==> src/rtl/io_supply_seq_pkg.sv <==
// Shared types and widths for the IO supply power-up sequencer.
package io_seq_pkg;

  localparam int CNT_W  = 8;
  localparam int WDOG_W = 16;

  typedef enum logic [2:0] {
    ST_OFF     = 3'd0,
    ST_DBNC    = 3'd1,
    ST_REL_RET = 3'd2,
    ST_EN_IE   = 3'd3,
    ST_ON      = 3'd4
  } io_seq_state_e;

  // Saturating increment: the debounce/settle counter must never wrap.
  function automatic logic [CNT_W-1:0] cnt_sat_inc(input logic [CNT_W-1:0] v);
    return (&v) ? v : v + 1'b1;
  endfunction

endpackage

==> src/rtl/io_supply_seq_if.sv <==
// Supply-detect inputs and pad-ring controls of the IO supply sequencer.
// master = sequencer side, slave = pad ring / SoC side.
interface io_supply_seq_if;

  logic       vddq_ok_i;
  logic       seq_en_i;
  logic       pad_ret_o;
  logic       pad_ie_en_o;
  logic       pad_oe_en_o;
  logic       ready_o;
  logic       fault_o;
  logic       timeout_o;
  logic [2:0] state_o;

  modport master (
    input  vddq_ok_i, seq_en_i,
    output pad_ret_o, pad_ie_en_o, pad_oe_en_o, ready_o, fault_o, timeout_o, state_o
  );

  modport slave (
    output vddq_ok_i, seq_en_i,
    input  pad_ret_o, pad_ie_en_o, pad_oe_en_o, ready_o, fault_o, timeout_o, state_o
  );

endinterface

==> src/rtl/io_supply_seq_sync.sv <==
// Generic multi-flop synchronizer for asynchronous pad-domain flags.
// Synchronous active-low reset clears every stage to 0.
module io_seq_sync #(
  parameter int STAGES = 2
) (
  input  logic clk,
  input  logic rst_n,
  input  logic d,
  output logic q
);

  logic [STAGES-1:0] ff;

  always_ff @(posedge clk) begin
    if (!rst_n) begin
      ff <= '0;
    end else begin
      // NOTE: non-blocking, so each stage captures its neighbour's previous value.
      ff <= {ff[STAGES-2:0], d};
    end
  end

  assign q = ff[STAGES-1];

endmodule

==> src/rtl/io_supply_seq.sv <==
// Power-up sequencer for the EG1.8V IO ring: debounce supply-good, then release
// retention, input enable and output enable in order. Optional DBNC watchdog: IO_SEQ_TIMEOUT_EN.
module io_supply_seq
  import io_seq_pkg::*;
#(
  parameter int SYNC_STAGES  = 2,
  parameter int DEBOUNCE_CYC = 16,
  parameter int SETTLE_CYC   = 8,
  parameter int TIMEOUT_CYC  = 1024
) (
  input logic              clk,
  input logic              rst_n,
  io_supply_seq_if.master  io
);

  if (SYNC_STAGES < 2 || SYNC_STAGES > 4) begin : g_chk_sync
    $error("io_supply_seq: SYNC_STAGES must be 2..4");
  end
  if (DEBOUNCE_CYC < 1 || DEBOUNCE_CYC > 255) begin : g_chk_dbnc
    $error("io_supply_seq: DEBOUNCE_CYC must be 1..255");
  end
  if (SETTLE_CYC < 1 || SETTLE_CYC > 255) begin : g_chk_settle
    $error("io_supply_seq: SETTLE_CYC must be 1..255");
  end
  if (TIMEOUT_CYC < 1 || TIMEOUT_CYC > 65535) begin : g_chk_tmo
    $error("io_supply_seq: TIMEOUT_CYC must be 1..65535");
  end

  localparam logic [CNT_W-1:0] DBNC_LAST   = CNT_W'(DEBOUNCE_CYC - 1);
  localparam logic [CNT_W-1:0] SETTLE_LAST = CNT_W'(SETTLE_CYC - 1);

  io_seq_state_e    state_q, state_d;
  logic [CNT_W-1:0] cnt_q, cnt_d;
  logic             fault_q, fault_d;
  logic             ret_q, ie_q, oe_q;
  logic             ok_s;

  io_seq_sync #(.STAGES(SYNC_STAGES)) u_sync (
    .clk   (clk),
    .rst_n (rst_n),
    .d     (io.vddq_ok_i),
    .q     (ok_s)
  );

  // Pad controls are decoded from the next state so they switch on the same
  // edge as the state register and never glitch during teardown.
  always_ff @(posedge clk) begin
    if (!rst_n) begin
      state_q <= ST_OFF;
      cnt_q   <= '0;
      fault_q <= 1'b0;
      ret_q   <= 1'b1;
      ie_q    <= 1'b0;
      oe_q    <= 1'b0;
    end else begin
      state_q <= state_d;
      cnt_q   <= cnt_d;
      fault_q <= fault_d;
      ret_q   <= (state_d == ST_OFF) || (state_d == ST_DBNC);
      ie_q    <= (state_d == ST_EN_IE) || (state_d == ST_ON);
      oe_q    <= (state_d == ST_ON);
    end
  end

  always_comb begin
    // NOTE: every combinational output gets a default first, so no latch is inferred.
    state_d = state_q;
    cnt_d   = cnt_sat_inc(cnt_q);
    fault_d = fault_q;
    unique case (state_q)
      ST_OFF: begin
        cnt_d = '0;
        if (io.seq_en_i) state_d = ST_DBNC;
      end
      ST_DBNC: begin
        if (!ok_s)                   cnt_d   = '0;
        else if (cnt_q == DBNC_LAST) state_d = ST_REL_RET;
      end
      ST_REL_RET: begin
        if (!ok_s) begin
          state_d = ST_DBNC;
          fault_d = 1'b1;
        end else if (cnt_q == SETTLE_LAST) begin
          state_d = ST_EN_IE;
        end
      end
      ST_EN_IE: begin
        if (!ok_s) begin
          state_d = ST_DBNC;
          fault_d = 1'b1;
        end else if (cnt_q == SETTLE_LAST) begin
          state_d = ST_ON;
        end
      end
      ST_ON: begin
        if (!ok_s) begin
          state_d = ST_DBNC;
          fault_d = 1'b1;
        end
      end
      default: state_d = ST_OFF;
    endcase
    // Disable overrides any supply-drop handling and clears the sticky flags.
    if (!io.seq_en_i) begin
      state_d = ST_OFF;
      fault_d = 1'b0;
    end
    if (state_d != state_q) cnt_d = '0;
  end

`ifdef IO_SEQ_TIMEOUT_EN
  localparam logic [WDOG_W-1:0] WDOG_LAST = WDOG_W'(TIMEOUT_CYC - 1);

  logic [WDOG_W-1:0] wdog_q;
  logic              timeout_q;

  always_ff @(posedge clk) begin
    if (!rst_n) begin
      wdog_q    <= '0;
      timeout_q <= 1'b0;
    end else begin
      if (state_q == ST_DBNC && state_d == ST_DBNC)
        wdog_q <= (&wdog_q) ? wdog_q : wdog_q + 1'b1;
      else
        wdog_q <= '0;
      if (!io.seq_en_i)
        timeout_q <= 1'b0;
      else if (state_q == ST_DBNC && wdog_q == WDOG_LAST)
        timeout_q <= 1'b1;
    end
  end

  assign io.timeout_o = timeout_q;
`else
  assign io.timeout_o = 1'b0;
`endif

  assign io.pad_ret_o   = ret_q;
  assign io.pad_ie_en_o = ie_q;
  assign io.pad_oe_en_o = oe_q;
  assign io.ready_o     = oe_q;
  assign io.fault_o     = fault_q;
  assign io.state_o     = state_q;

endmodule

==> src/flat_wrapper.sv <==
// flat-port wrapper written by rule: the top's interface ports become plain ports
module io_supply_seq_flat import io_seq_pkg::*;
#(
  parameter int SYNC_STAGES  = 2,
  parameter int DEBOUNCE_CYC = 16,
  parameter int SETTLE_CYC   = 8,
  parameter int TIMEOUT_CYC  = 1024
)
  (clk, rst_n, io_vddq_ok_i, io_seq_en_i, io_pad_ret_o, io_pad_ie_en_o, io_pad_oe_en_o, io_ready_o, io_fault_o, io_timeout_o, io_state_o);
  io_supply_seq_if io_i ();
  input logic clk;
  input logic rst_n;
  input wire logic [$bits(io_i.vddq_ok_i)-1:0] io_vddq_ok_i;
  input wire logic [$bits(io_i.seq_en_i)-1:0] io_seq_en_i;
  output wire logic [$bits(io_i.pad_ret_o)-1:0] io_pad_ret_o;
  output wire logic [$bits(io_i.pad_ie_en_o)-1:0] io_pad_ie_en_o;
  output wire logic [$bits(io_i.pad_oe_en_o)-1:0] io_pad_oe_en_o;
  output wire logic [$bits(io_i.ready_o)-1:0] io_ready_o;
  output wire logic [$bits(io_i.fault_o)-1:0] io_fault_o;
  output wire logic [$bits(io_i.timeout_o)-1:0] io_timeout_o;
  output wire logic [$bits(io_i.state_o)-1:0] io_state_o;
  assign io_i.vddq_ok_i = io_vddq_ok_i;
  assign io_i.seq_en_i = io_seq_en_i;
  assign io_pad_ret_o = io_i.pad_ret_o;
  assign io_pad_ie_en_o = io_i.pad_ie_en_o;
  assign io_pad_oe_en_o = io_i.pad_oe_en_o;
  assign io_ready_o = io_i.ready_o;
  assign io_fault_o = io_i.fault_o;
  assign io_timeout_o = io_i.timeout_o;
  assign io_state_o = io_i.state_o;
  io_supply_seq #(.SYNC_STAGES(SYNC_STAGES), .DEBOUNCE_CYC(DEBOUNCE_CYC), .SETTLE_CYC(SETTLE_CYC), .TIMEOUT_CYC(TIMEOUT_CYC)) u_core (.clk(clk), .rst_n(rst_n), .io(io_i));
endmodule
==> config.mk <==
export PLATFORM = sky130hd
export DESIGN_NAME = io_supply_seq_flat
export DESIGN_NICKNAME = d
export VERILOG_FILES = /design/src/rtl/io_supply_seq_pkg.sv /design/src/rtl/io_supply_seq_if.sv /design/src/rtl/io_supply_seq_sync.sv /design/src/rtl/io_supply_seq.sv /design/src/flat_wrapper.sv
export SDC_FILE = /design/constraint.sdc
export NUM_CORES = 1
export LEC_CHECK = 0
export ABC_AREA = 1
export CAP_MARGIN = 25
export CORE_MARGIN = 2
export CORE_UTILIZATION = 47
export DETAILED_ROUTE_END_ITERATION = 7
export PLACE_DENSITY = 0.73
export SYNTH_ARGS = -nofsm -noshare
export SYNTH_HDL_FRONTEND = slang
export SYNTH_SLANG_ARGS = --single-unit
==> constraint.sdc <==
create_clock -name clk -period 1.5 [get_ports clk]
set_clock_uncertainty 0.1 [all_clocks]
set_input_delay 0.3 -clock clk [delete_from_list [all_inputs] [get_ports clk]]
set_output_delay 0.3 -clock clk [all_outputs]
set_load 0.05 [all_outputs]
# Word-level counts from Yosys, hierarchy flattened
# Index checks and enable logic that the tools add are counted.
dict set report totals {
  reg_bits 17
  latchBits 0
  ramBits 0
  rom_bits 0
  inputBits 4
  output_inout_bits 9
  word_cells 41
  n_memories 0
}
dict set report op_classes {
  addsub 1
  multipliers 0
  div_mod_pow 0
  order_cmp 0
  eq_ne 10
  shifts 0
  n_mux 12
  bitwise_logic 2
  n_reduce_logical 9
}
# op count
set op_table {}
lappend op_table {{2-to-1 mux 3 bit} 8}
lappend op_table {{2-to-1 mux 8 bit} 2}
lappend op_table {{case mux 8 bit (2 select lines)} 1}
lappend op_table {{case mux 3 bit (5 select lines)} 1}
lappend op_table {{equality test 3 x 2 -> 1 bit, second input constant} 3}
lappend op_table {{adder 8 x 1 -> 8 bit, second input constant} 1}
lappend op_table {{equality test 8 x 3 -> 1 bit, second input constant} 1}
lappend op_table {{equality test 8 x 4 -> 1 bit, second input constant} 1}
lappend op_table {{AND reduction 8 bit} 1}
lappend op_table {{equality test 3 x 1 -> 1 bit, second input constant} 2}
lappend op_table {{equality test 3 bit, second input constant} 2}
lappend op_table {{logical NOT 3 bit} 2}
lappend op_table {{AND reduction 2 bit} 2}
lappend op_table {{inequality test 3 bit} 1}
lappend op_table {{OR reduction 3 bit} 1}
lappend op_table {{logical OR 1 bit} 2}
lappend op_table {{inverter 1 bit} 2}
lappend op_table {{OR reduction 2 bit} 1}

# Longest topological paths before layout
dict set report logic_depth {
  depth_word 7
  mapped_depth 11
  mapped_depth_nobuf 11
}

# Hierarchy
# A second synthesis with hierarchy kept.
dict set report hier_totals {
  cells_unflattened 128
  area_unflattened_um2 948.4
}
# module instances cells_per_inst area_each_um2
set modules_own_cells {}
lappend modules_own_cells {io_supply_seq 1 122 893.4}
lappend modules_own_cells {io_seq_sync 1 6 55.1}

# Worst setup path before layout
# No wires, ideal clock.
dict set report synth_path {
  path_type {reg2reg}
  start {reg u_core.state_q[0], in the netlist u_core.io.state_o[0]}
  end {reg u_core.cnt_q[0]}
  setup_time_ps 73
  t_arrival_ps 1614
  path_slack_ps -288
  path_stages_with_launch 11
  cell_sequence {dfxtp_1 -> inv_2 -> nand2_2 -> nand2_1 -> nand2_1 -> nor2_2 -> nand3_1 -> nand2_1 -> nor2_4 -> nand3_4 -> nor3_2}
}
dict set report synth_via {
  elab_chain_cells 6
}
# element line_no
set synth_rtl {}
lappend synth_rtl {{start: declaration} io_supply_seq.sv:32} ;# io_seq_state_e state_q, state_d;
lappend synth_rtl {{start signal: assignment} io_supply_seq.sv:56} ;# state_q <= state_d;
lappend synth_rtl {{2-to-1 mux 3 bit, on equally long branches} {io_supply_seq.sv:91, io_supply_seq.sv:77, io_supply_seq.sv:83}}
lappend synth_rtl {{2-to-1 mux 3 bit, on equally long branches} {io_supply_seq.sv:88, io_supply_seq.sv:76, io_supply_seq.sv:80}}
lappend synth_rtl {{case mux 3 bit (5 select lines)} io_supply_seq.sv:70} ;# unique case (state_q)
lappend synth_rtl {{2-to-1 mux 3 bit} io_supply_seq.sv:104} ;# if (!io.seq_en_i) begin
lappend synth_rtl {{inequality test 3 bit} io_supply_seq.sv:108} ;# if (state_d != state_q) cnt_d = '0;
lappend synth_rtl {{OR reduction 2 bit (no line)} n/a}
lappend synth_rtl {{end signal: assignment} io_supply_seq.sv:57} ;# cnt_q <= cnt_d;
lappend synth_rtl {{end: declaration} io_supply_seq.sv:33} ;# logic [CNT_W-1:0] cnt_q, cnt_d;
# Parallel ways exist; a longest one is shown, timed or not.
# A chain may end at the register's enable or synchronous reset.

# Worst setup path in the final report
dict set report layout_path {
  start {reg u_core.cnt_q[0]}
  end {reg u_core.cnt_q[1]}
}
dict set report layout_via {
  elab_chain_cells 7
}
# element line_no
set layout_rtl {}
lappend layout_rtl {{equality test 8 x 3 -> 1 bit / equality test 8 x 4 -> 1 bit (equally long branches)} {io_supply_seq.sv:83, io_supply_seq.sv:91, io_supply_seq.sv:77}}
lappend layout_rtl {{2-to-1 mux 3 bit, on equally long branches} {io_supply_seq.sv:91, io_supply_seq.sv:77, io_supply_seq.sv:83}}
lappend layout_rtl {{2-to-1 mux 3 bit, on equally long branches} {io_supply_seq.sv:88, io_supply_seq.sv:76, io_supply_seq.sv:80}}
lappend layout_rtl {{case mux 3 bit (5 select lines)} io_supply_seq.sv:70}
lappend layout_rtl {{2-to-1 mux 3 bit} io_supply_seq.sv:104}
lappend layout_rtl {{inequality test 3 bit} io_supply_seq.sv:108}
lappend layout_rtl {{OR reduction 2 bit (no line)} n/a}
# Parallel ways exist; a longest one is shown, timed or not.

==> out/results.ini <==
[die]
die_x_um = 49.39
die_y_um = 49.39
die_area_um2 = 2439
rows = 16
core_um2 = 1962
start_util = 0.4936
ios = 13

[synthesis]
synthFlopType = dfxtp_1
async_reset_ff_frac = 0
synth_edf_count = 0
yosys.cell_types.count = 25
yosysTopAreaCellShare = 0.3514
synth-seq-area-share = 0.3514
yosys_warnings = 0
netlist_area_um2 = 968.4
syn-num-nets = 144
synth.avg_cell_area_um2 = 6.967
synth_top_cell_by_area = dfxtp_1
postSynthCellCount = 139
yosysMostFrequentCell = nand2_1
yosys-top-cells-area = dfxtp_1 35%, nand2_1 12%, nor3_2 8.3%
ys_ff_latch = 17
synthTopCellsByCount = 31 x nand2_1, 20 x nor2_1, 17 x dfxtp_1

[clocking]
clk_latency_ns = 0.28
h-tree-depth = 1
clk_pin_slew_ns = 0.09
cts_tree = done
cts_buffers = 3
cts-root-buf = clkbuf_4
cts_hold_buf = 0
clockBufferDepth = 2
clock_sinks = 17

[placement]
dp_cells = 200
port-buffer-count = 11
hpwl_mm = 1.964
place.gp.congestion = 0.8893

[grt]
antenna_found_initial = 0
track_usage = 0.2428
grt_max_degree = 10
overflow = 0
first_global_vias = 1055
grt_pass1_wl_mm = 4.609

[timing]
setup_tns_ns = -1.112
hold_viol_final = 0
period_share = 1.090
setup_viol = 9
slew_violations = 0
fmax_mhz = 611.4
postLayoutSetupSlackWorst_ns = -0.1357
period_needed_ns = 1.636
rsz0062_at_grt = true

[worst_hold_path]
hold_depth = 2
holdPathEnd = u_core.u_sync.ff[1]
hold_path.startpoint = u_core.u_sync.ff[0]
hp-class = reg -> reg

[route]
drt_wl_total_mm = 2.610
wl_per_cell_um = 12.55
dr.pass1.iters = 4
routed-via-count = 1035
viasPerCell = 4.976
drt_iter0_drc = 21
drcViolationCount = 0
antenna_left = 0

[pwr]
power.density_nw_per_um2 = 520.0
leakage_nw = 0.6272
peakVddDrop_mv = 0.6002
finalPower_mw = 0.8023

[worst_setup_path]
path_cells = ha_4 > nand3_4 > nor2_4 > nand2_1 > nand2_1 > nand2_2 > o21ai_2 > nand2_2 > nand2_4 > nor3_2
cp_slowest_cell = dfxtp_2
slowest_delay_ns = 0.36
critical_path_buf_inv_count = 0
critical_path_arrival_ns = 1.70
r2r_start = u_core.cnt_q[0]
critical_path.top_delay_family = simple AND/OR/NAND/NOR gates
r2r-end = u_core.cnt_q[1]
cp_max_fo = 8
rr_worst_depth = 10
worstSetupStartpointType = flop
crit_required_ns = 1.56
critPathCaptureType = flop
critical_path_class = reg -> reg
setup.reg_to_reg.worst_slack_ns = -0.14

[run_status]
violations = setup timing
outcome = complete, but fails checks

[cells_and_area]
num_antenna_cells = 0
fin_nets = 187
syn_to_final_growth_pct = 59.30
fillers = 150
instances_no_fill = 208
drive_gt1_frac = 0.4917

[job]
maxCapViolations = 0

==> routing by layer <==
metal  vias to the layer above  GRT usage  part of all wire
met5                         -          0                 0
met1                       467     0.3062              0.42
met3                         9    0.02454             0.046
met4                         0    0.06481             0.020
met2                        27     0.4369              0.51
li1                        532          -                 -
==> state kept, by name, indices dropped and copies added, names as in the netlist <==
signal / count
u_core.u_sync.ff: 2
u_core.io.state_o: 3
u_core.io.fault_o: 1
u_core.io.pad_ret_o: 1
u_core.io.pad_oe_en_o: 1
u_core.cnt_q: 8
u_core.io.pad_ie_en_o: 1
==> cells by family (layout without fill, tap and decap cells) <==
logic type               after synthesis  in the layout  share of synthesized area
AND/OR/NAND/NOR                       82             82                     0.4444
buffers and inverters                 20             62                    0.08527
AO/OA/AOI/OAI                         18             18                     0.1021
flip-flops                            17             17                     0.3514
adder cells (fa/ha/maj)                1              1                    0.01292
other                                  1              1                   0.003872
==> tightest hold or removal path, stage by stage, from the launching register on <==
cell and delay (ns):
dfxtp_1 0.31, nand2_1 0.05, inv_1 0.03
==> worst max-delay path by stage <==
stage	startpoint	endpoint	slack, ns	depth (start not counted)
2_1_floorplan	u_core.cnt_q[0]	u_core.cnt_q[0]	0.002	9
5_1_grt	u_core.cnt_q[0]	u_core.cnt_q[1]	-0.24	10
4_1_cts	u_core.cnt_q[0]	u_core.cnt_q[1]	-0.12	10
3_3_place_gp	io_seq_en_i	u_core.cnt_q[1]	-0.18	7
6_report	u_core.cnt_q[0]	u_core.cnt_q[1]	-0.14	10
3_5_place_dp	io_seq_en_i	u_core.cnt_q[1]	-0.29	7
==> power by group <==
group	leakage [nW]	switching, mW	internal [mW]	total (mW)
clock	0.0150	0.136	0.103	0.239
combinational	0.470	0.0663	0.0417	0.108
sequential	0.142	0.00455	0.451	0.456
==> through the flow <==
step	cell area, µm²	util	hold WS, ns	worst slack [ns]
final	1543	0.7864	0.3220	-0.1357
after global routing	1543	0.7864	0.3652	-0.2395
after CTS	1514	0.7717	0.3243	-0.1163
after detailed placement	1406	0.7168	0.3019	-0.2916
after global placement	1406	0.7168	0.3010	-0.1790
after floorplan	1010	-	0.2900	0.002005
==> repair_timing <==
action / in CTS / in global routing
resized for setup: 18 / 8
buffers inserted: 3 / 1
setup endpoints to repair: 11 / 13
pin swaps: 21 / 3
==> cells in the final DEF (no fill, tap or decap) <==
master	n
nand3_4	3
inv_2	3
dfxtp_1	10
nor2_1	13
clkbuf_1	1
buf_4	29
nand4_1	1
clkdlybuf4s50_1	3
ha_4	1
nand3_2	3
nor3_2	8
inv_1	15
nand3_1	7
o21ai_0	6
clkbuf_4	3
nand2_4	1
nand2_2	9
o21bai_1	1
nand2_1	24
o211ai_1	1
nor2_4	5
and3_1	1
o21ai_2	1
nor2_2	6
a21oi_2	2
nor3_1	1
buf_12	8
a21oi_1	2
conb_1	1
dfxtp_2	4
dfxtp_4	3
o21ai_1	5
==> area by class of cell <==
type / count / area [µm²] / share of cell area
Multi-Input combinational cell: 102 / 650.6 / 0.4217
Timing Repair Buffer: 40 / 407.9 / 0.2644
Sequential cell: 17 / 356.6 / 0.2311
Inverter: 18 / 67.56 / 0.04380
Tap cell: 27 / 33.78 / 0.02190
Clock buffer: 4 / 26.28 / 0.01703
Note: power is estimated with default switching activity, not from simulation.
